[config.mk]
export PLATFORM = sky130hd
export DESIGN_NAME = muldiv_sequencer_flat
export DESIGN_NICKNAME = d
export VERILOG_FILES = /design/src/rtl/muldiv_sequencer_pkg.sv /design/src/rtl/muldiv_sequencer_if.sv /design/src/rtl/muldiv_sequencer.sv /design/src/flat_wrapper.sv
export SDC_FILE = /design/constraint.sdc
export NUM_CORES = 1
export LEC_CHECK = 0
export CORE_UTILIZATION = 35
export DETAILED_ROUTE_END_ITERATION = 16
export DONT_BUFFER_PORTS = 1
export GPL_TIMING_DRIVEN = 0
export PLACE_DENSITY_LB_ADDON = 0.1
export SLEW_MARGIN = 30
export SYNTH_ARGS = -nofsm -noshare
export SYNTH_HDL_FRONTEND = slang
export SYNTH_SLANG_ARGS = --single-unit
[constraint.sdc]
create_clock -name clk -period 4.07 [get_ports clk]
set_clock_uncertainty 0.15 [all_clocks]
set_input_delay 0.407 -clock clk [delete_from_list [all_inputs] [get_ports clk]]
set_output_delay 0.407 -clock clk [all_outputs]
set_load 0.02 [all_outputs]
[src/rtl/muldiv_sequencer_pkg.sv]
// Shared encodings for the multiply/divide sequencer: FSM states, operation mode,
// ACC shift/load select codes and the per-state control decode.
package muldiv_sequencer_pkg;

  localparam logic [2:0] S_IDLE    = 3'd0;
  localparam logic [2:0] S_CLR     = 3'd1;
  localparam logic [2:0] S_MUL_ADD = 3'd2;
  localparam logic [2:0] S_MUL_SHR = 3'd3;
  localparam logic [2:0] S_DIV_SHL = 3'd4;
  localparam logic [2:0] S_DIV_SUB = 3'd5;
  localparam logic [2:0] S_DIV_FIN = 3'd6;
  localparam logic [2:0] S_DONE    = 3'd7;

  localparam logic [1:0] ACC_HOLD = 2'b00;
  localparam logic [1:0] ACC_SHR  = 2'b01;
  localparam logic [1:0] ACC_SHL  = 2'b10;
  localparam logic [1:0] ACC_LOAD = 2'b11;

  typedef enum logic {
    MODE_MUL = 1'b0,
    MODE_DIV = 1'b1
  } mode_e;

  typedef struct packed {
    logic       busy;
    logic       done;
    logic       acc_high_reset_p;
    logic       acc_in_select;
    logic [1:0] acc_high_select;
    logic [1:0] acc_low_select;
    logic       op_mul;
    logic       op_div;
    logic       rd_en;
  } seq_ctrl_t;

  // Moore decode: every datapath control is a pure function of the state.
  function automatic seq_ctrl_t decode_state(input logic [2:0] s);
    seq_ctrl_t c;
    c      = '0;
    c.busy = (s != S_IDLE);
    case (s)
      S_CLR:     c.acc_high_reset_p = 1'b1;
      S_MUL_ADD: c.op_mul = 1'b1;
      S_MUL_SHR: begin
        c.acc_high_select = ACC_SHR;
        c.acc_low_select  = ACC_SHR;
      end
      S_DIV_SHL: begin
        c.acc_high_select = ACC_SHL;
        c.acc_low_select  = ACC_SHL;
      end
      S_DIV_SUB: c.op_div = 1'b1;
      S_DIV_FIN: c.acc_low_select = ACC_SHL;
      S_DONE: begin
        c.done  = 1'b1;
        c.rd_en = 1'b1;
      end
      default: ;
    endcase
    return c;
  endfunction

endpackage

[src/rtl/muldiv_sequencer_if.sv]
// Control-unit handshake and ALU/ACC control bundle of the multiply/divide sequencer.
interface muldiv_sequencer_if;
  logic       start;
  logic       cmd_mul;
  logic       cmd_div;
  logic       busy;
  logic       done;
  logic       cmd_err;
  logic       acc_high_reset_p;
  logic       acc_in_select;
  logic [1:0] acc_high_select;
  logic [1:0] acc_low_select;
  logic       op_mul;
  logic       op_div;
  logic       rd_en;

  modport master (
    output start, cmd_mul, cmd_div,
    input  busy, done, cmd_err
  );

  modport slave (
    input  start, cmd_mul, cmd_div,
    output busy, done, cmd_err,
    output acc_high_reset_p, acc_in_select, acc_high_select, acc_low_select,
    output op_mul, op_div, rd_en
  );

  modport datapath (
    input acc_high_reset_p, acc_in_select, acc_high_select, acc_low_select,
    input op_mul, op_div, rd_en
  );
endinterface

[src/rtl/muldiv_sequencer.sv]
// Moore FSM sequencing block_alu_acc through shift-add multiply and restoring divide.
// Result is left in ACC as {high,low}; the control unit sees start/busy/done only.
module muldiv_sequencer
  import muldiv_sequencer_pkg::*;
#(
  parameter int N_BITS = 4,
  parameter int CNT_W  = 3
) (
  input  logic               clk,
  input  logic               reset_p,
  muldiv_sequencer_if.slave  sif
);

  logic [2:0]       r_state;
  logic [2:0]       w_next;
  logic [CNT_W-1:0] r_iter;
  mode_e            r_mode;
  logic             r_cmd_err;
  logic             w_idle;
  logic             w_cmd_ok;
  logic             w_accept;
  logic             w_last;
  seq_ctrl_t        w_ctrl;

  assign w_idle   = (r_state == S_IDLE);
  assign w_cmd_ok = sif.cmd_mul ^ sif.cmd_div;
  assign w_accept = w_idle && sif.start && w_cmd_ok;
  assign w_last   = (r_iter == CNT_W'(N_BITS - 1));

  always_comb begin
    w_next = r_state;
    case (r_state)
      S_IDLE:    if (w_accept) w_next = S_CLR;
      S_CLR:     w_next = (r_mode == MODE_MUL) ? S_MUL_ADD : S_DIV_SHL;
      S_MUL_ADD: w_next = S_MUL_SHR;
      S_MUL_SHR: w_next = w_last ? S_DONE : S_MUL_ADD;
      S_DIV_SHL: w_next = S_DIV_SUB;
      S_DIV_SUB: w_next = w_last ? S_DIV_FIN : S_DIV_SHL;
      S_DIV_FIN: w_next = S_DONE;
      S_DONE:    w_next = S_IDLE;
      default:   w_next = S_IDLE;
    endcase
  end

  always_ff @(posedge clk or posedge reset_p) begin
    if (reset_p) begin
      r_state   <= S_IDLE;
      r_iter    <= '0;
      r_mode    <= MODE_MUL;
      r_cmd_err <= 1'b0;
    end else begin
      r_state   <= w_next;
      // An illegal command is rejected in IDLE and flagged for one cycle only.
      r_cmd_err <= w_idle && sif.start && !w_cmd_ok;
      if (w_accept)
        r_mode <= sif.cmd_div ? MODE_DIV : MODE_MUL;
      if (r_state == S_CLR)
        r_iter <= '0;
      else if ((r_state == S_MUL_SHR || r_state == S_DIV_SUB) && !w_last)
        r_iter <= r_iter + CNT_W'(1);
    end
  end

  assign w_ctrl = decode_state(r_state);

  assign sif.busy             = w_ctrl.busy;
  assign sif.done             = w_ctrl.done;
  assign sif.cmd_err          = r_cmd_err;
  assign sif.acc_high_reset_p = w_ctrl.acc_high_reset_p;
  assign sif.acc_in_select    = w_ctrl.acc_in_select;
  assign sif.acc_high_select  = w_ctrl.acc_high_select;
  assign sif.acc_low_select   = w_ctrl.acc_low_select;
  assign sif.op_mul           = w_ctrl.op_mul;
  assign sif.op_div           = w_ctrl.op_div;
  assign sif.rd_en            = w_ctrl.rd_en;

endmodule

[src/flat_wrapper.sv]
// flat-port wrapper written by rule: the top's interface ports become plain ports
module muldiv_sequencer_flat import muldiv_sequencer_pkg::*;
#(
  parameter int N_BITS = 4,
  parameter int CNT_W  = 3
)
  (clk, reset_p, sif_start, sif_cmd_mul, sif_cmd_div, sif_busy, sif_done, sif_cmd_err, sif_acc_high_reset_p, sif_acc_in_select, sif_acc_high_select, sif_acc_low_select, sif_op_mul, sif_op_div, sif_rd_en);
  muldiv_sequencer_if sif_i ();
  input  logic clk;
  input  logic reset_p;
  input wire logic [$bits(sif_i.start)-1:0] sif_start;
  input wire logic [$bits(sif_i.cmd_mul)-1:0] sif_cmd_mul;
  input wire logic [$bits(sif_i.cmd_div)-1:0] sif_cmd_div;
  output wire logic [$bits(sif_i.busy)-1:0] sif_busy;
  output wire logic [$bits(sif_i.done)-1:0] sif_done;
  output wire logic [$bits(sif_i.cmd_err)-1:0] sif_cmd_err;
  output wire logic [$bits(sif_i.acc_high_reset_p)-1:0] sif_acc_high_reset_p;
  output wire logic [$bits(sif_i.acc_in_select)-1:0] sif_acc_in_select;
  output wire logic [$bits(sif_i.acc_high_select)-1:0] sif_acc_high_select;
  output wire logic [$bits(sif_i.acc_low_select)-1:0] sif_acc_low_select;
  output wire logic [$bits(sif_i.op_mul)-1:0] sif_op_mul;
  output wire logic [$bits(sif_i.op_div)-1:0] sif_op_div;
  output wire logic [$bits(sif_i.rd_en)-1:0] sif_rd_en;
  assign sif_i.start = sif_start;
  assign sif_i.cmd_mul = sif_cmd_mul;
  assign sif_i.cmd_div = sif_cmd_div;
  assign sif_busy = sif_i.busy;
  assign sif_done = sif_i.done;
  assign sif_cmd_err = sif_i.cmd_err;
  assign sif_acc_high_reset_p = sif_i.acc_high_reset_p;
  assign sif_acc_in_select = sif_i.acc_in_select;
  assign sif_acc_high_select = sif_i.acc_high_select;
  assign sif_acc_low_select = sif_i.acc_low_select;
  assign sif_op_mul = sif_i.op_mul;
  assign sif_op_div = sif_i.op_div;
  assign sif_rd_en = sif_i.rd_en;
  muldiv_sequencer #(.N_BITS(N_BITS), .CNT_W(CNT_W)) u_core (.clk(clk), .reset_p(reset_p), .sif(sif_i));
endmodule
## Yosys cells after proc, flatten, opt, wreduce, memory -nomap -nowiden

Cells that the tools add are included.
Widths: inputs -> output; s select.

- Add/sub/neg operators: 1
- Equal/unequal tests: 9
- Mux-type cells: 14
- Bitwise logic cells: 1
- Reduce and logical (&&, ||, !) cells: 11

Operators with widths:

| operator | count |
|---|---|
| $pmux 3 s8 | 1 |
| $mux 3 | 5 |
| $eq 3x3->1 const B | 4 |
| $eq 3x2->1 const B | 3 |
| $pmux 2 s2 | 2 |
| $mux 1 | 5 |
| $logic_and 1x1->1 | 4 |
| $add 3x1->3 const B | 1 |
| $eq 3x1->1 const B | 1 |
| $logic_not 3->1 | 1 |
| $reduce_bool 3->1 | 1 |
| $logic_not 1->1 | 2 |
| $mux 2 | 1 |
| $ne 2x2->1 const B | 1 |
| $reduce_bool 2->1 | 1 |
| $reduce_or 2->1 | 1 |
| $logic_or 1x1->1 | 1 |
| $xor 1x1->1 | 1 |

- Bits in registers: 8
- Input bits: 5

## Longest topological paths before layout

Gate-level depths: netlist of the first run.

- Word-level depth: 5
- Depth in mapped cells: 5

## Least setup slack after synthesis of the first run

OpenSTA, ideal clock, no wires.

- Kind: flip-flop to output port
- From: reg u_core.r_state[2]
- To: out sif_rd_en
- Data arrival time: 1.349 ns
- Data required time: 3.513 ns
- Setup slack: 2.164 ns
- Cell stages (with the launch flop): 5
- Path through: dfrtp_1 -> clkbuf_1 -> inv_1 -> nor2_1 -> buf_4

- Longest elaborated chain between the ends: 2

Ends and longest elaborated chain:

| what | line | source |
|---|---|---|
| start, declared | muldiv_sequencer.sv:14 | `logic [2:0] r_state;` |
| start signal, assigned | muldiv_sequencer.sv:52 | `r_state <= w_next;` |
| $eq 3x3->1 | n/a |  |
| $mux 1 | n/a |  |
| end, declared | flat_wrapper.sv:23 | `output wire logic [$bits(sif_i.rd_en)-1:0] sif_rd_en;` |

Every way passes these cells.

## Worst setup path after layout of the first run

Ends and elaborated chain as after synthesis.

==> impl_metrics.ini, run 1 <==
[worst_setup_path]
critPathSlowestCell = dfrtp_1
cp.buffers_inverters = 3
crit_family = buffers and inverters
endpoint_kind = primary output
reg2reg_setup_slack_ns = 2.25
timing.rr.start = u_core.r_state[1]$_DFFE_PP0P_
regToRegEndpoint = u_core.r_iter[1]$_DFFE_PP0P_
slowest_delay_ns = 0.42
crit_type = register to primary output
worst_ep_arrival_time_ns = 1.82
critical_path_required_ns = 3.51
start_kind = register
path_cells = clkbuf_1 -> inv_1 -> nor2_1 -> buf_4
cp_max_fo = 10
rr_worst_depth = 3

[sta]
rsz0062_at_grt = no
period_needed_ns = 2.38
max_freq_mhz = 420
fin_crit_sh_pct = 58.5
slew_headroom_pct = 42.7
tightest_slew_ns = 0.853
tns_ns = 0
finalHoldViolCount = 0
setup_viol = 0
drv_slew = 0

[synth]
yosysSeqAreaShare_pct = 39.4
syn-cell-area_um2 = 508
synthCells = 61
ys_warn_count = 0
ys_ff_latch = 8
syn_avg_cell_area_um2 = 8.33
yosysTopAreaCell = dfrtp_1
synth.area.top_cells = dfrtp_1, nor3_1, inv_1
synth_nets = 68
synth_cell_types = 25
yosysTopAreaCellShare_pct = 39.4

[clock_tree]
clock-sinks = 8
cts_root_buf = clkbuf_4
post_cts_resized = 0
h-tree-depth = 1
cts.reportedPaths.clkPinSlew_ns = 0.06
clockBufferDepth = 2
cts_buffers = 3
cts_tree = yes
clkLatencyLatePin_ns = 0.26

[drt]
drc = 0
drt-total-wl_mm = 1.07
routedWlPerCell_um = 13.3
first_iter_violations = 9
ant_nets = 0
routed_via_density = 5.53
dr_total_vias = 442
drtPass1Iterations = 3

[layout]
nNetsFinal = 74
area_growth_pct = 10.1
n_fill_cell = 133
num_antenna_cells = 0
drive_gt1_share_pct = 12.3
final-instance-count-excl-fill = 80

[run]
drv_cap = 0

[global_route]
grt_start_max_net_pins = 11
grt_pass1_vias = 380
grt-ovfl-total = 0
antenna_found_initial = 0
groute.usage.overall_pct = 16.7
grt_pass1_wl_mm = 1.73

[pwr]
p_total_uw = 403
leakagePower_uw = 0.000250
peakVddDrop_mv = 0.277
power.density_nw_per_um2 = 721

[placement]
hpwl_um = 757
portBuffers = 0
dp.cells = 76
gp_congestion = 0.708

[floorplanning]
row_count = 13
boundaryPins = 17
dieArea_um2 = 1610
die_h_um = 40.1
die_x_um = 40.1
coreArea_um2 = 1320
initial_core_util_pct = 38.6

[worst_hold_path]
min_path_cells = 2
min-delay-start = sif_cmd_mul
hold_class = input port to register
hold_end = u_core.sif.cmd_err$_DFF_PP0_

[outcome]
status = finished, final reports clean
## layer usage
metal | GRT usage [%] | part of all wire (%)
met1 | 21.7 | 54
met2 | 22.6 | 41
met3 | 5.00 | 3.7
met4 | 12.9 | 1.5
met5 | 0 | 0
## per-stage QoR
| step | hold slack, ns | util, % | instance area (µm²) | setup WS, ns |
|---|---|---|---|---|
| finish | 0.181 | 42.5 | 559 | 1.69 |
| global route | 0.177 | 42.5 | 559 | 1.57 |
| CTS | 0.178 | 42.5 | 559 | 1.67 |
| detailed placement | 0.124 | 40.0 | 527 | 1.97 |
| global placement | 0.120 | 40.0 | 527 | 1.99 |
| floorplan | 0.0727 | - | 508 | 2.16 |
## Yosys cell counts (all sizes together)
cell type and number:
o21ai 5, a22o 1, nand2 2, a22oi 1
dfrtp 8, a211oi 1, o21bai 1, inv 7
buf 3, nor3 8, a21oi 4, nor2b 1
xor2 1, nand3 1, ha 2, nand2b 2
a2111oi 2, or4b 1, conb 1, clkbuf 2
nand3b 1, nor2 5, o221a 1
## cell families after synthesis
| logic type | synth area share, % |
|---|---|
| simple gates | 21.9 |
| compound gates | 20.7 |
| buf+inv | 10.6 |
| flops | 39.4 |
| fa+ha+maj | 4.93 |
| xor+xnor | 1.72 |
| other cells | 0.738 |
## report_power, final
part	internal, µW	leakage, µW	switching [µW]
registers	107	0.0000964	20.7
clock network	33.9	0.0000138	28.7
logic	72.5	0.000140	140
total	214	0.000250	189
## timing repair
action / CTS / global route
hold buffers: 1 / 0
buffers inserted: 0 / 0
endpoints found under the hold margin: 8 / 0
## sequential cells by signal, summed over array words and instances (netlist names)
register	flops
u_core.r_mode	1
u_core.r_iter	3
u_core.sif.cmd_err	1
u_core.r_state	3
## placed cells by master (no fill, tap or decap)
cell type and instances:
buf_2 1, nand2b_1 2, xor2_1 1, or4b_4 1
nand3b_1 1, o21ai_1 1, conb_1 1, nand3_1 1
a21oi_1 4, dlygate4sd3_1 1, nor3_1 8, a22o_1 1
o21bai_1 1, clkbuf_1 2, nand2_1 2, o221a_2 1
nor2_1 5, nor2b_1 1, ha_1 2, a211oi_1 1
clkbuf_4 3, dfrtp_1 8, inv_1 7, a22oi_1 1
a2111oi_0 2, buf_4 2, o21ai_0 4
## layout make-up
| type | count | area, µm² | area share, % |
|---|---|---|---|
| Clock buffer | 3 | 22.5 | 4.03 |
| Inverter | 7 | 26.3 | 4.70 |
| Sequential cell | 8 | 200 | 35.8 |
| Multi-Input combinational cell | 41 | 254 | 45.4 |
| Buffer | 5 | 27.5 | 4.92 |
| Tap cell | 15 | 18.8 | 3.36 |
| Timing Repair Buffer | 1 | 10.0 | 1.79 |
## how the worst max path moves through the flow
stage | from | to | slack, ns | cells after the start
2_1_floorplan | u_core.r_state[2]$_DFFE_PP0P_ | sif_rd_en | 2.16 | 4
3_3_place_gp | u_core.r_state[2]$_DFFE_PP0P_ | sif_rd_en | 1.99 | 4
3_5_place_dp | u_core.r_state[2]$_DFFE_PP0P_ | sif_rd_en | 1.97 | 4
4_1_cts | u_core.r_state[2]$_DFFE_PP0P_ | sif_rd_en | 1.67 | 4
5_1_grt | u_core.r_state[2]$_DFFE_PP0P_ | sif_rd_en | 1.57 | 4
6_report | u_core.r_state[2]$_DFFE_PP0P_ | sif_rd_en | 1.69 | 4
No activity file was read; power rests on OpenSTA's default activity.
==> inputs of run 2 (changes only) <==
==> constraint.sdc (replaced) <==
create_clock -name clk -period 1.9 [get_ports clk]
set_clock_uncertainty 0.15 [all_clocks]
set_input_delay 0.19 -clock clk [delete_from_list [all_inputs] [get_ports clk]]
set_output_delay 0.19 -clock clk [all_outputs]
set_load 0.02 [all_outputs]
==> impl_metrics.ini, run 2 (synthesized netlist as in run 1, its figures left out) <==
[pwr]
leakagePower_uw = 0.000272
peakVddDrop_mv = 0.648
p_total_uw = 901
power.density_nw_per_um2 = 1440

[sta]
tightest_slew_ns = 0.507
drv_slew = 0
setup_viol = 0
setup_ws_ns = 0.0994
finalHoldViolCount = 0
fin_crit_sh_pct = 94.8
max_freq_mhz = 555
fin_hold_ws_ns = 0.0338
slew_headroom_pct = 66.0
period_needed_ns = 1.80
rsz0062_at_grt = no
tns_ns = 0

[worst_setup_path]
critical_path_required_ns = 1.56
critPathSlowestCell = dfrtp_1
rr_worst_depth = 4
regToRegEndpoint = u_core.r_iter[1]$_DFFE_PP0P_
worst_ep_arrival_time_ns = 1.46
path_cells = clkbuf_4 -> inv_1 -> nor3_2
crit_type = register to primary output
timing.rr.start = u_core.r_iter[0]$_DFFE_PP0P_
reg2reg_setup_slack_ns = 0.26
endpoint_kind = primary output
slowest_delay_ns = 0.43
start_kind = register
cp_max_fo = 10

[floorplanning]
initial_core_util_pct = 38.6
die_h_um = 40.1
dieArea_um2 = 1610
row_count = 13
die_x_um = 40.1
boundaryPins = 17
coreArea_um2 = 1320

[global_route]
grt_start_max_net_pins = 15
groute.usage.overall_pct = 18.1
grt-ovfl-total = 0
grt_pass1_wl_mm = 1.86
antenna_found_initial = 0
grt_pass1_vias = 401

[worst_hold_path]
min-delay-start = sif_cmd_mul
hold_end = u_core.r_mode$_DFFE_PP0P_
hold_class = input port to register
min_path_cells = 2

[clock_tree]
clockBufferDepth = 2
cts_root_buf = clkbuf_4
cts_buffers = 3
clock-sinks = 8
h-tree-depth = 1
clkLatencyLatePin_ns = 0.25
cts.reportedPaths.clkPinSlew_ns = 0.06
cts_tree = yes
postCtsSetupBuffers = 0

[drt]
routed_via_density = 5.45
dr_total_vias = 452
routedWlPerCell_um = 13.5
drtPass1Iterations = 4
ant_nets = 0
drt-total-wl_mm = 1.12
drc = 0
first_iter_violations = 12

[layout]
fin_util_pct = 47.7
n_fill_cell = 124
drive_gt1_share_pct = 22.1
final_cell_mix = inv_1, dfrtp_1, dlygate4sd3_1
reg_top3 = u_core.r_iter x3, u_core.r_state x3
nNetsFinal = 77
num_antenna_cells = 0
area_growth_pct = 23.6

[run]
drv_cap = 0

[placement]
place_ws_ns = 0.0121
hpwl_um = 757
portBuffers = 0
gp_congestion = 0.708

[outcome]
status = finished, final reports clean
[run 2: changes by cell type in the layout (fill, tap and decap cells not counted), moves of 2 or more]
cell	delta
nor3_2	+4
nor3_1	-4
clkbuf_1	-2
dlygate4sd3_1	+4
[run 2: worst max-delay path by stage]
stage	start	end	cells past startpoint
6_report	u_core.r_state[2]$_DFFE_PP0P_	sif_op_div	3
5_1_grt	u_core.r_state[2]$_DFFE_PP0P_	sif_op_div	3
4_1_cts	u_core.r_state[2]$_DFFE_PP0P_	sif_acc_high_select[1]	3
3_5_place_dp	u_core.r_state[2]$_DFFE_PP0P_	sif_rd_en	4
3_3_place_gp	u_core.r_state[2]$_DFFE_PP0P_	sif_rd_en	4
2_1_floorplan	u_core.r_state[2]$_DFFE_PP0P_	sif_rd_en	4
[run 2: layer usage]
layer,vias to the layer above,track usage [%],wire length (µm)
met3,2,5.00,42
met5,-,0,0
met4,0,12.9,16
met1,209,22.7,568
li1,226,-,-
met2,15,26.2,496
[run 2: report_power, final]
part / switching, µW / internal, µW
sequential: 55.3 / 231
combinational: 314 / 170
clock: 59.4 / 72.4
total: 428 / 473
[run 2: stage by stage]
stage / cell area (µm²) / std cells
final: 628 / 83
after global routing: 628 / 83
after CTS: 624 / 83
after detailed placement: 527 / 76
after global placement: 527 / 76
after floorplan: 508 / 61
[run 2: layout make-up]
class	instances	area, µm²	area share [%]
plain buffers	4	27.5	4.38
clock buffers	3	22.5	3.59
inverters	7	26.3	4.18
multi-input cells	41	282	44.8
flip-flops and latches	8	201	32.1
well taps	15	18.8	2.99
repair buffers	5	50.0	7.97
[run 2: timing repair]
action,CTS,global route
gates cloned,0,0
endpoints found under the setup margin,7,5
endpoints found under the hold margin,11,0
gates resized for setup,7,3
hold buffers,5,0
[run 2: critical path, delay by kind of cell (launching register included)]
kind | cells | cell delay (ns)
AND/OR/NAND/NOR | 1 | 0.40
buffers and inverters | 2 | 0.38
flip-flops | 1 | 0.43
==> inputs of run 3 (changes only) <==
--- a/config.mk
+++ b/config.mk
@@ -9,7 +9,6 @@
 export DETAILED_ROUTE_END_ITERATION = 16
 export DONT_BUFFER_PORTS = 1
 export GPL_TIMING_DRIVEN = 0
-export PLACE_DENSITY_LB_ADDON = 0.1
 export SLEW_MARGIN = 30
 export SYNTH_ARGS = -nofsm -noshare
 export SYNTH_HDL_FRONTEND = slang
==> impl_metrics.ini, run 3 (synthesized netlist as in run 1, its figures left out) <==
[worst_setup_path]
cp_max_fo = 10
crit_type = register to primary output
start_kind = register
worst_ep_arrival_time_ns = 1.48
endpoint_kind = primary output
critical_path_required_ns = 1.56

[sta]
max_freq_mhz = 548
drv_slew = 0
period_needed_ns = 1.82
setup_viol = 0
rsz0062_at_grt = yes
finalHoldViolCount = 0
fin_crit_sh_pct = 96.0
setup_ws_ns = 0.0765

[drt]
ant_nets = 0
first_iter_violations = 10
drtPass1Iterations = 4
drc = 0
routedWlPerCell_um = 12.5
drt-total-wl_mm = 1.04
routed_via_density = 5.61
dr_total_vias = 466

[global_route]
grt_start_max_net_pins = 11
antenna_found_initial = 0
grt_pass1_wl_mm = 1.81
grt-ovfl-total = 0
groute.usage.overall_pct = 17.5
grt_pass1_vias = 419

[layout]
reg_top3 = u_core.r_iter x3, u_core.r_state x3
mostFrequentLayoutCell = dfrtp_1
final_cell_mix = dfrtp_1, inv_1
area_growth_pct = 21.9
fin_util_pct = 47.0
drive_gt1_share_pct = 22.1
nNetsFinal = 77
num_antenna_cells = 0

[pwr]
power.density_nw_per_um2 = 1440
peakVddDrop_mv = 0.702
leakagePower_uw = 0.000272

[clock_tree]
cts_root_buf = clkbuf_4
cts.reportedPaths.clkPinSlew_ns = 0.06
cts_buffers = 3
clock-sinks = 8
cts_tree = yes
clockBufferDepth = 2
postCtsSetupBuffers = 0
h-tree-depth = 1
clkLatencyLatePin_ns = 0.26

[floorplanning]
row_count = 13
initial_core_util_pct = 38.6
die_h_um = 40.1
boundaryPins = 17
coreArea_um2 = 1320
die_x_um = 40.1
dieArea_um2 = 1610

[placement]
portBuffers = 0
place_ws_ns = 0.0506
hpwl_um = 717
gp_congestion = 0.800

[run]
drv_cap = 0

[worst_hold_path]
hold_class = input port to register

[outcome]
status = finished, final reports clean
==> run 3: cell types whose count changed in the layout (fill, tap and decap cells not counted), sizes merged <==
cell         before  now
buf               3    5
clkbuf            4    3
dlygate4sd3       5    4
==> run 3: area by class of cell <==
cell class / count / area [µm²]
Multi-Input combinational cell: 41 / 282
Fill cell: 124 / 698
Buffer: 5 / 30.0
Timing Repair Buffer: 4 / 40.0
Inverter: 7 / 26.3
Sequential cell: 8 / 200
Clock buffer: 3 / 22.5
Tap cell: 15 / 18.8
==> run 3: critical path: stages (launching register included) <==
cell and delay [ns]:
dfrtp_1 0.42, buf_2 0.25, inv_1 0.16, nor3_2 0.39
==> run 3: stage by stage <==
step	instance area [µm²]	instances	hold WS [ns]	total power (µW)	setup TNS, ns
after floorplan	508	61	-0.144	656	0
after global placement	527	76	-0.0989	725	0
after detailed placement	527	76	-0.0983	725	0
after CTS	619	83	0.0214	904	0
after global routing	619	83	0.0498	984	-0.00446
final	619	83	0.0395	894	0
==> run 3: routing by layer <==
metal / share of wire [%] / GRT usage, % / routed length (µm) / up-vias
li1: - / - / - / 228
met4: 1.8 / 12.9 / 19 / 0
met5: 0 / 0 / 0 / -
met2: 46 / 27.8 / 476 / 23
met3: 5.5 / 3.33 / 57 / 2
met1: 47 / 20.8 / 483 / 213
==> run 3: worst paths after layout <==
path	start	endpoint	slack, ns	cells after the start
worst max-delay path	u_core.r_state[2]$_DFFE_PP0P_	sif_acc_high_select[1]	0.08	3
worst min-delay path	sif_cmd_mul	u_core.r_mode$_DFFE_PP0P_	0.04	2
worst max register to register	u_core.r_iter[0]$_DFFE_PP0P_	u_core.r_iter[0]$_DFFE_PP0P_	0.27	5
worst min register to register	u_core.r_state[0]$_DFFE_PP0P_	u_core.sif.cmd_err$_DFF_PP0_	0.39	2
max in group asynchronous	reset_p	u_core.r_state[1]$_DFFE_PP0P_	1.19	2
min in group asynchronous	reset_p	u_core.r_iter[2]$_DFFE_PP0P_	0.17	2
==> run 3: power breakdown <==
group          total (µW)  internal, µW  switching [µW]
sequential            271           230            41.6
combinational         488           168             321
clock                 134          72.5            61.4
total                 894           470             424
==> run 3: what timing repair did <==
| action | CTS | global route |
|---|---|---|
| setup endpoints to repair | 6 | 3 |
| hold endpoints to repair | 11 | 0 |
| pin swaps | 0 | 0 |
| hold buffers | 4 | 0 |
| gates resized for setup | 8 | 2 |
| cloned | 0 | 0 |
